**config.mk**
```make
export PLATFORM = sky130hd
export DESIGN_NAME = gpio_apb_master
export DESIGN_NICKNAME = d
export VERILOG_FILES = /design/src/rtl/gpio_apb_master.sv
export SDC_FILE = /design/constraint.sdc
export NUM_CORES = 1
export LEC_CHECK = 0
export ABC_AREA = 0
export CAP_MARGIN = 20
export CORE_AREA = 4 4 108 110
export DETAILED_ROUTE_END_ITERATION = 8
export DIE_AREA = 0 0 112 114
export PLACE_DENSITY_LB_ADDON = 0.25
export SETUP_SLACK_MARGIN = 0.05
export SKIP_LAST_GASP = 1
export SYNTH_ARGS = -nofsm -noshare
export SYNTH_HDL_FRONTEND = slang
export SYNTH_SLANG_ARGS = --single-unit
```
**constraint.sdc**
```tcl
create_clock -name clk -period 3.2 [get_ports clk]
set_input_delay 0.32 -clock clk [delete_from_list [all_inputs] [get_ports clk]]
set_output_delay 0.32 -clock clk [all_outputs]
set_load 0.02 [all_outputs]
```
**src/rtl/gpio_apb_master.sv**
```systemverilog
// Single-outstanding APB requester that bridges a valid/ready command/response port to a GPIO completer.
// Optional ACCESS-phase timeout abort is enabled by defining GPIO_APB_TIMEOUT_EN.
module gpio_apb_master #(
  parameter int ADDR_WIDTH     = 12,
  parameter int DATA_WIDTH     = 32,
  parameter int TIMEOUT_CYCLES = 255
) (
  input  logic                    clk,
  input  logic                    rst,
  input  logic                    cmd_valid,
  output logic                    cmd_ready,
  input  logic                    cmd_write,
  input  logic [ADDR_WIDTH-1:0]   cmd_addr,
  input  logic [DATA_WIDTH-1:0]   cmd_wdata,
  input  logic [DATA_WIDTH/8-1:0] cmd_strb,
  output logic                    rsp_valid,
  input  logic                    rsp_ready,
  output logic [DATA_WIDTH-1:0]   rsp_rdata,
  output logic                    rsp_err,
  output logic                    rsp_timeout,
  output logic [ADDR_WIDTH-1:0]   paddr,
  output logic                    pwrite,
  output logic                    psel,
  output logic                    penable,
  output logic [DATA_WIDTH/8-1:0] pstrb,
  output logic [DATA_WIDTH-1:0]   pwdata,
  input  logic [DATA_WIDTH-1:0]   prdata,
  input  logic                    pready,
  input  logic                    pslverr
);

  localparam int STRB_WIDTH = DATA_WIDTH / 8;

  if ((DATA_WIDTH % 8) != 0 || DATA_WIDTH < 8) begin : g_bad_data_width
    $error("gpio_apb_master: DATA_WIDTH must be a non-zero multiple of 8");
  end
  if (TIMEOUT_CYCLES < 1) begin : g_bad_timeout
    $error("gpio_apb_master: TIMEOUT_CYCLES must be at least 1");
  end

  typedef enum logic [1:0] {
    IDLE   = 2'd0,
    SETUP  = 2'd1,
    ACCESS = 2'd2,
    RESP   = 2'd3
  } state_t;

  state_t state;
  state_t next_state;
  logic   accept;
  logic   complete;
  logic   abort;

  // The reset term keeps cmd_ready low for the whole time rst is asserted.
  assign cmd_ready = (state == IDLE) && !rst;
  assign accept    = cmd_valid && (state == IDLE);
  assign complete  = (state == ACCESS) && pready;

`ifdef GPIO_APB_TIMEOUT_EN
  localparam int CNT_W = $clog2(TIMEOUT_CYCLES + 1);
  logic [CNT_W-1:0] wait_cnt;

  // pready takes priority over the limit: abort only fires when the last allowed cycle also lacks pready.
  assign abort = (state == ACCESS) && !pready && (wait_cnt == CNT_W'(TIMEOUT_CYCLES - 1));

  // Wait-state counter: cleared on SETUP entry, saturating while ACCESS stalls.
  always_ff @(posedge clk or posedge rst) begin
    if (rst) begin
      wait_cnt <= '0;
    end else if (accept) begin
      wait_cnt <= '0;
    end else if ((state == ACCESS) && !pready && (wait_cnt != CNT_W'(TIMEOUT_CYCLES))) begin
      wait_cnt <= wait_cnt + CNT_W'(1);
    end else begin
      wait_cnt <= wait_cnt;
    end
  end

  // Timeout flag: set by an abort, cleared by any normal completion.
  always_ff @(posedge clk or posedge rst) begin
    if (rst) begin
      rsp_timeout <= 1'b0;
    end else if (complete) begin
      rsp_timeout <= 1'b0;
    end else if (abort) begin
      rsp_timeout <= 1'b1;
    end else begin
      rsp_timeout <= rsp_timeout;
    end
  end
`else
  assign abort       = 1'b0;
  assign rsp_timeout = 1'b0;
`endif

  // State register.
  always_ff @(posedge clk or posedge rst) begin
    if (rst) begin
      state <= IDLE;
    end else begin
      state <= next_state;
    end
  end

  // Next-state decode.
  always_comb begin
    next_state = state;
    case (state)
      IDLE: begin
        if (accept) next_state = SETUP;
        else        next_state = IDLE;
      end
      SETUP: begin
        next_state = ACCESS;
      end
      ACCESS: begin
        if (complete || abort) next_state = RESP;
        else                   next_state = ACCESS;
      end
      RESP: begin
        if (rsp_ready) next_state = IDLE;
        else           next_state = RESP;
      end
      default: begin
        next_state = IDLE;
      end
    endcase
  end

  // Bus and handshake strobes are flops loaded from the next state, so no input reaches them combinationally.
  always_ff @(posedge clk or posedge rst) begin
    if (rst) begin
      psel      <= 1'b0;
      penable   <= 1'b0;
      rsp_valid <= 1'b0;
    end else begin
      psel      <= (next_state == SETUP) || (next_state == ACCESS);
      penable   <= (next_state == ACCESS);
      rsp_valid <= (next_state == RESP);
    end
  end

  // Command capture; held stable until the next accepted command.
  always_ff @(posedge clk or posedge rst) begin
    if (rst) begin
      pwrite <= 1'b0;
      paddr  <= '0;
      pwdata <= '0;
      pstrb  <= '0;
    end else if (accept) begin
      pwrite <= cmd_write;
      paddr  <= cmd_addr;
      pwdata <= cmd_wdata;
      pstrb  <= cmd_write ? cmd_strb : {STRB_WIDTH{1'b0}};
    end else begin
      pwrite <= pwrite;
      paddr  <= paddr;
      pwdata <= pwdata;
      pstrb  <= pstrb;
    end
  end

  // Response capture at the end of ACCESS.
  always_ff @(posedge clk or posedge rst) begin
    if (rst) begin
      rsp_rdata <= '0;
      rsp_err   <= 1'b0;
    end else if (complete) begin
      rsp_rdata <= pwrite ? {DATA_WIDTH{1'b0}} : prdata;
      rsp_err   <= pslverr;
    end else if (abort) begin
      rsp_rdata <= '0;
      rsp_err   <= 1'b1;
    end else begin
      rsp_rdata <= rsp_rdata;
      rsp_err   <= rsp_err;
    end
  end

endmodule

```
Yosys cells after proc, flatten, opt, wreduce, memory -nomap -nowiden. Index checks and enable logic that the tools add are counted.

Bits in registers: 87. Input bits: 87. Output and inout bits: 87.

Equal/unequal tests: 6. Mux-type cells: 6. Reductions and logical operators: 6.

Operators with widths (number): $mux W32 (1); $eq A2 B2 Y1 const B (4); $pmux W2 S4 (1); $eq A2 B1 Y1 const B (2); $mux W4 (1); $logic_and A1 B1 Y1 (3); $logic_not A2 Y1 (1); $mux W1 (2); $mux W2 (1); $logic_not A1 Y1 (1); $logic_or A1 B1 Y1 (1).

Longest topological paths before layout. Gate-level depths: netlist of the first run.

Depth in word-level cells: 6. Gate-level depth with buffers: 5.

Worst setup path before layout of the first run. No wires, ideal clock.

Kind: register to register. Start point: register state[0]. End point: register pwdata[0]. Arrival time: 1.347 ns. Required time: 3.073 ns. Slack: 1.726 ns. Stages on the path, launching flop included: 6. Period minus slack after synthesis: 1.474 ns. Cells stage by stage: dfrtp_1 buf_4 nor3b_4 buf_6 buf_8 mux2_1.

Cells in the longest elaborated chain, start to end: 2.

RTL lines: start, declared (line 48) `state_t state;`; start signal, assigned (line 101) `state <= next_state;`; $logic_not A2 Y1 (line 56) `assign accept = cmd_valid && (state == IDLE);`; $logic_and A1 B1 Y1 (line 56); end signal, assigned (line 153) `pwdata <= cmd_wdata;`; end signal, assigned (line 158) `pwdata <= pwdata;`; end, declared (line 26) `output logic [DATA_WIDTH-1:0] pwdata,`.

Every way passes these cells. A chain may end at the register's enable or synchronous reset.

Final worst setup path of the first run.
Start point: register state[0]. End point: output cmd_ready.

Cells in the longest elaborated chain, start to end: 2.

RTL lines: $logic_not A2 Y1 (line 55) `assign cmd_ready = (state == IDLE) && !rst;`; $logic_and A1 B1 Y1 (line 55); end, declared (line 11) `output logic cmd_ready,`.

Every way passes these cells.

==> flow_metrics.env, run 1 <==
export IMPL_status="finished, final reports clean"
export IMPL_drt_first_iter_violations=110
export IMPL_drt_total_wl_um=8720
export IMPL_routed_wire_length_per_instance_um=15.7
export IMPL_dp_hpwl_um=6320
export IMPL_crit_family="buffers and inverters"
export IMPL_finalNetCount=500
export IMPL_std_cell_rows=38
export IMPL_clkLatencyLatePin_ns=0.34
export IMPL_worst_slew_pin_slew_ns=0.639
export IMPL_crit_path_start_kind="register"
export IMPL_netlist_cell_type_count=22
export IMPL_timing_critical_path_to_type="output pin"
export IMPL_tritoncts_num_sinks=87
export IMPL_fmax_mhz=492
export IMPL_port_buffers=172
export IMPL_peakVddDrop_mv=0.530
export IMPL_layout_drive_gt1_share=0.231
export IMPL_cts_resized=0
export IMPL_die_outline_area_mm2=0.0128
export IMPL_synthesis_nets=327
export IMPL_timing_critical_path_cells="nor3_1, clkdlybuf4s50_1"
export IMPL_avgViaCountPerCell=4.43
export IMPL_cp_data_arrival_time_ns=1.71
export IMPL_gr_usage_all_layers=0.140
export IMPL_slew_violations=0
export IMPL_dp_cells=540
export IMPL_n_fill_cell=959
export IMPL_synth_seq_cells=87
export IMPL_tritoncts="done"
export IMPL_post_synth_main_area_contributors="sky130_fd_sc_hd__dfrtp_1, sky130_fd_sc_hd__mux2_2, sky130_fd_sc_hd__mux2_4"
export IMPL_layoutNonFillerInstCount=556
export IMPL_ctsHtreeMaxLevel=3
export IMPL_design_core_area_mm2=0.0107
export IMPL_tns_ns=0
export IMPL_grt_antenna_before_repair=0
export IMPL_antenna_cells_inserted=0
export IMPL_critical_path_required_ns=2.88
export IMPL_cell_type_with_the_largest_total_area_after_synthesis="sky130_fd_sc_hd__dfrtp_1"
export IMPL_total_number_of_vias=2464
export IMPL_clock_skew_ns=0.0104
export IMPL_synth_edff_count=0
export IMPL_first_pass_grt_wire_length_um=14200
export IMPL_maxCapViolCount=0
export IMPL_reg2reg_from="state[0]$_DFF_PP0_"
export IMPL_synth_top_cell_area_share=0.593
export IMPL_reg2reg_depth=3
export IMPL_netlist_area_mm2=0.00367
export IMPL_grt_overflow_total=0
export IMPL_async_reset_ff_frac=1.00
export IMPL_timing_final_hold_violations=0
export IMPL_area_delta_synth_final_pct=54.8
export IMPL_grt_start_max_net_pins=58
export IMPL_cts_root_to_sink_buffers=2
export IMPL_worstPathBufferInverterCount=1
export IMPL_drtAntennaViolNets=0
export IMPL_power_density_mw_per_mm2=973
export IMPL_top_level_ports=174
export IMPL_startpoint="state[0]$_DFF_PP0_"
export IMPL_hold_path_class="primary input to asynchronous set/reset pin"
export IMPL_drc=0
export IMPL_ys_warnings_count=0
export IMPL_commonest_register_cell_after_synthesis="sky130_fd_sc_hd__dfrtp_1"
export IMPL_netlist_instances=238
export IMPL_horizontal_die_dimension_um=112
export IMPL_synth_sequential_area_ratio=0.593
export IMPL_timing_critical_path_slowest_stage_cell="sky130_fd_sc_hd__clkdlybuf4s50_1"
export IMPL_path_depth=2
export IMPL_postCtsSetupRepairBufs=0
export IMPL_path_clk_slew_ns=0.08
export IMPL_leakage_nw=2.41
export IMPL_cts_root_buffer_cell="sky130_fd_sc_hd__clkbuf_8"
export IMPL_crit_fanout=8
export IMPL_max_stage_delay_on_crit_path_ns=0.65
export IMPL_timing_slew_headroom=0.574
export IMPL_vias_in_the_first_global_route=2752
export IMPL_post_cts_hold_buffer_count=0
export IMPL_worst_setup_path_type="register to output pin"
export IMPL_die_height_um=114
export IMPL_synth_area_per_cell_um2=15.4
export IMPL_drt_pass1_iter_count=4
export IMPL_timing_final_setup_violations=0
export IMPL_timing_final_crit_share=0.635
export IMPL_finalWeightedCongestion=0.741
export IMPL_finalCriticalPeriod_ns=2.03
export IMPL_rsz0062_at_grt="no"
export IMPL_number_of_buffers_added_by_the_clock_tree_synthesis_step=9
export IMPL_initial_utilization=0.343
[path summary, 6_finish.rpt]
check,to,slack (ns)
min reg2reg,pwdata[5]$_DFFE_PP0P_,0.49
min,paddr[6]$_DFFE_PP0P_,0.37
max,cmd_ready,1.17
max reg2reg,rsp_rdata[18]$_DFFE_PP0P_,1.31
max in group asynchronous,rsp_rdata[18]$_DFFE_PP0P_,2.13
min in group clk,pwdata[5]$_DFFE_PP0P_,0.49
[where the power goes]
group | switching, W | internal (W)
clock network | 0.000387 | 0.000322
logic | 0.00131 | 0.00160
registers | 0.000291 | 0.00162
[area by class of cell]
type / instances / area (µm²) / area share
clock inverters: 5 / 32.5 / 0.00573
inverters: 6 / 23.8 / 0.00418
flip-flops and latches: 87 / 2180 / 0.383
multi-input cells: 130 / 1350 / 0.238
repair buffers: 177 / 1770 / 0.312
well taps: 140 / 175 / 0.0308
clock buffers: 11 / 151 / 0.0266
[cells in the final DEF (no fill, tap or decap)]
cell type                           n
sky130_fd_sc_hd__inv_1              5
sky130_fd_sc_hd__nand3_1            1
sky130_fd_sc_hd__dfrtp_1           87
sky130_fd_sc_hd__mux2_2            42
sky130_fd_sc_hd__o21a_1             1
sky130_fd_sc_hd__nor3_1             1
sky130_fd_sc_hd__nor3b_4            1
sky130_fd_sc_hd__buf_12             1
sky130_fd_sc_hd__buf_4              4
sky130_fd_sc_hd__o22a_1             1
sky130_fd_sc_hd__o22ai_1            1
sky130_fd_sc_hd__mux2_4            30
sky130_fd_sc_hd__clkinvlp_4         3
sky130_fd_sc_hd__mux2_1             6
sky130_fd_sc_hd__nand2_1            5
sky130_fd_sc_hd__and3b_2            1
sky130_fd_sc_hd__clkbuf_8          11
sky130_fd_sc_hd__clkdlybuf4s50_1  172
sky130_fd_sc_hd__nor2b_1           32
sky130_fd_sc_hd__ha_1               2
sky130_fd_sc_hd__conb_1             1
sky130_fd_sc_hd__clkinv_2           3
sky130_fd_sc_hd__mux2i_1            5
[synthesized netlist by cell type (all sizes together) (2+ instances only)]
master,n
nor2b,32
mux2,78
clkbuf,3
inv,6
mux2i,5
ha,2
nand2,5
dfrtp,87
buf,12
[stage by stage]
stage | total power, W | utilization | instance area, µm² | hold WS [ns] | worst slack (ns)
floorplan | 0.00355 | - | 3670 | 0.455 | 0.630
global placement | 0.00482 | 0.514 | 5500 | 0.470 | 1.04
detailed placement | 0.00487 | 0.514 | 5500 | 0.474 | 1.03
CTS | 0.00562 | 0.531 | 5680 | 0.382 | 1.12
global route | 0.00588 | 0.531 | 5680 | 0.387 | 1.03
finish | 0.00553 | 0.531 | 5680 | 0.375 | 1.17
[state kept, by name, summed over array words and instances, names as in the netlist]
| name | cells |
|---|---|
| paddr | 12 |
| penable | 1 |
| psel | 1 |
| pstrb | 4 |
| pwdata | 32 |
| pwrite | 1 |
| rsp_err | 1 |
| rsp_rdata | 32 |
| rsp_valid | 1 |
| state | 2 |
[layer usage]
| layer | part of all wire | GRT usage | wire [µm] | vias to the layer above |
|---|---|---|---|---|
| met5 | 0 | 0 | 0 | - |
| met4 | 0.011 | 0.0409 | 100 | 0 |
| met3 | 0.12 | 0.0753 | 1050 | 10 |
| met2 | 0.44 | 0.212 | 3810 | 122 |
| met1 | 0.43 | 0.176 | 3770 | 1188 |
| li1 | - | - | - | 1144 |
[kinds of logic (layout without fill, tap and decap cells)]
logic type                 Yosys count  count (layout)  share of synthesized area
adders and majority gates            2               2                    0.00682
other                                1               1                    0.00102
buffers and inverters               21             199                     0.0392
muxes                               83              83                      0.284
DFF                                 87              87                      0.593
and+or+nand+nor                     41              41                     0.0699
AOI/OAI and AO/OA                    3               3                    0.00614
(Power assumes the default switching activity.)
==> run 2, diff against run 1 <==
clock period = 1.8 ns   (was 3.2 ns; I/O delays follow)
==> run 2 against run 1 <==
Count of clock-buffer cells in the layout unchanged; critical path depth unchanged; non-clock buffer count increased by 3; clock skew about the same.
==> flow_metrics.env, run 2 (synthesized netlist as in run 1, its figures left out) <==
export IMPL_status="finished, final reports clean"
export IMPL_switch_share=0.343
export IMPL_ctsHtreeMaxLevel=3
export IMPL_dp_hpwl_um=6360
export IMPL_die_outline_area_mm2=0.0128
export IMPL_die_height_um=114
export IMPL_drtAntennaViolNets=0
export IMPL_internal_power_w=0.00676
export IMPL_avgViaCountPerCell=4.47
export IMPL_std_cell_rows=38
export IMPL_hold_path_class="primary input to asynchronous set/reset pin"
export IMPL_timing_critical_path_to_type="output pin"
export IMPL_timing_critical_path_slowest_stage_cell="sky130_fd_sc_hd__dfrtp_1"
export IMPL_share_seq_of_total_power=0.331
export IMPL_finalWeightedCongestion=0.725
export IMPL_drt_total_wl_um=8600
export IMPL_routed_wire_length_per_instance_um=15.4
export IMPL_worst_setup_path_type="register to output pin"
export IMPL_timing_final_setup_violations=0
export IMPL_critical_path_required_ns=1.62
export IMPL_switching_power_w=0.00353
export IMPL_max_stage_delay_on_crit_path_ns=0.50
export IMPL_port_buffers=172
export IMPL_combinationalPowerShare=0.510
export IMPL_gr_usage_all_layers=0.135
export IMPL_initial_utilization=0.343
export IMPL_cts_root_to_sink_buffers=2
export IMPL_first_pass_grt_wire_length_um=13700
export IMPL_area_delta_synth_final_pct=58.5
export IMPL_worstPathBufferInverterCount=1
export IMPL_number_of_buffers_added_by_the_clock_tree_synthesis_step=9
export IMPL_vias_in_the_first_global_route=2665
export IMPL_finalNetCount=503
export IMPL_layout_cells_most_common_list="sky130_fd_sc_hd__clkdlybuf4s50_1, sky130_fd_sc_hd__dfrtp_1, sky130_fd_sc_hd__mux2_2"
export IMPL_n_fill_cell=909
export IMPL_crit_family="flip-flops"
export IMPL_grt_overflow_total=0
export IMPL_crit_fanout=8
export IMPL_path_clk_slew_ns=0.08
export IMPL_rsz0062_at_grt="no"
export IMPL_leakage_nw=2.47
export IMPL_clock_skew_ns=0.0102
export IMPL_top_level_ports=174
export IMPL_clkLatencyLatePin_ns=0.35
export IMPL_antenna_cells_inserted=0
export IMPL_timing_final_hold_violations=0
export IMPL_drc=0
export IMPL_slew_violations=0
export IMPL_tritoncts="done"
export IMPL_tns_ns=0
export IMPL_grt_start_max_net_pins=46
export IMPL_peakVddDrop_mv=0.876
export IMPL_power_density_mw_per_mm2=1770
export IMPL_design_core_area_mm2=0.0107
export IMPL_reg_top3="pwdata (32), rsp_rdata (32), paddr (12)"
export IMPL_cp_data_arrival_time_ns=1.42
export IMPL_crit_path_start_kind="register"
export IMPL_timing_critical_path_cells="nor3_1, dlygate4sd2_1"
export IMPL_layout_commonest_cell="sky130_fd_sc_hd__clkdlybuf4s50_1"
export IMPL_grt_antenna_before_repair=0
export IMPL_horizontal_die_dimension_um=112
export IMPL_finalCriticalPeriod_ns=1.60
export IMPL_timing_final_crit_share=0.887
export IMPL_postCtsSetupRepairBufs=0
export IMPL_drt_first_iter_violations=53
export IMPL_drt_pass1_iter_count=3
export IMPL_cts_root_buffer_cell="sky130_fd_sc_hd__clkbuf_8"
export IMPL_tritoncts_num_sinks=87
export IMPL_layout_drive_gt1_share=0.234
export IMPL_total_number_of_vias=2496
export IMPL_fmax_mhz=626
export IMPL_maxCapViolCount=0
export IMPL_clock_power_share=0.158
export IMPL_tot_pwr_w=0.0103
-- run 2: changes by cell type in the layout (fill, tap and decap cells not counted) --
cell,delta
sky130_fd_sc_hd__clkinv_2,-3
sky130_fd_sc_hd__clkbuf_8,-1
sky130_fd_sc_hd__clkdlybuf4s50_1,-1
sky130_fd_sc_hd__buf_12,+4
sky130_fd_sc_hd__dlygate4sd2_1,+1
sky130_fd_sc_hd__buf_4,-1
sky130_fd_sc_hd__bufinv_16,+3
sky130_fd_sc_hd__clkbuf_1,+1
-- run 2: power by group through the flow --
stage                     Sequential, W  Combinational, W  Clock [W]
after detailed placement        0.00344           0.00531          0
after floorplan                 0.00449           0.00182          0
after CTS                       0.00342           0.00533    0.00169
final                           0.00341           0.00525    0.00163
after global routing            0.00354           0.00555    0.00178
after global placement          0.00341           0.00526          0
-- run 2: layer usage --
| layer | up-vias | share of wire | GRT usage | wire length, µm |
|---|---|---|---|---|
| met2 | 118 | 0.44 | 0.203 | 3770 |
| met1 | 1216 | 0.44 | 0.171 | 3760 |
| met4 | 0 | 0.015 | 0.0529 | 131 |
| met5 | - | 0 | 0 | 0 |
| li1 | 1153 | - | - | - |
| met3 | 9 | 0.11 | 0.0599 | 925 |
-- run 2: repair_timing --
item	CTS	global route
endpoints found under the setup margin	1	0
gates resized for setup	1	0
hold buffers	0	0
-- run 2: worst paths after layout --
check / start / endpoint / slack, ns / depth (start not counted)
setup / recovery: state[0]$_DFF_PP0_ / cmd_ready / 0.20 / 2
hold / removal: rst / pwdata[9]$_DFFE_PP0P_ / 0.18 / 2
setup reg to reg: state[0]$_DFF_PP0_ / pwrite$_DFFE_PP0P_ / 0.24 / 3
hold reg to reg: pwdata[3]$_DFFE_PP0P_ / pwdata[3]$_DFFE_PP0P_ / 0.49 / 1
max in group asynchronous: rst / rsp_rdata[16]$_DFFE_PP0P_ / 1.07 / 3
min in group clk: cmd_strb[2] / pstrb[2]$_DFFE_PP0P_ / 0.38 / 3
-- run 2: area by class of cell --
type                    instances  area (µm²)  share of cell area
clock buffers                  11         141              0.0243
clock inverters                 5         105              0.0181
inverters                       6        26.3             0.00452
multi-input cells             130        1350               0.232
flip-flops and latches         87        2180               0.374
well taps                     140         175              0.0301
repair buffers                180        1840               0.317
-- run 2: worst register-to-register path: stages, from the launching register on --
cell and delay [ns]:
sky130_fd_sc_hd__dfrtp_1 0.50, sky130_fd_sc_hd__nor3b_4 0.29, sky130_fd_sc_hd__buf_12 0.27, sky130_fd_sc_hd__mux2_2 0.40
-- run 2: per-stage QoR --
| step | util | std cells | hold slack, ns | worst slack [ns] | instance area, µm² |
|---|---|---|---|---|---|
| after floorplan | - | 238 | 0.315 | 0.326 | 3670 |
| after global placement | 0.521 | 543 | 0.472 | 0.117 | 5570 |
| after detailed placement | 0.521 | 543 | 0.475 | 0.0943 | 5570 |
| after CTS | 0.544 | 559 | 0.167 | 0.181 | 5820 |
| after global routing | 0.544 | 559 | 0.187 | 0.107 | 5820 |
| final | 0.544 | 559 | 0.185 | 0.203 | 5820 |
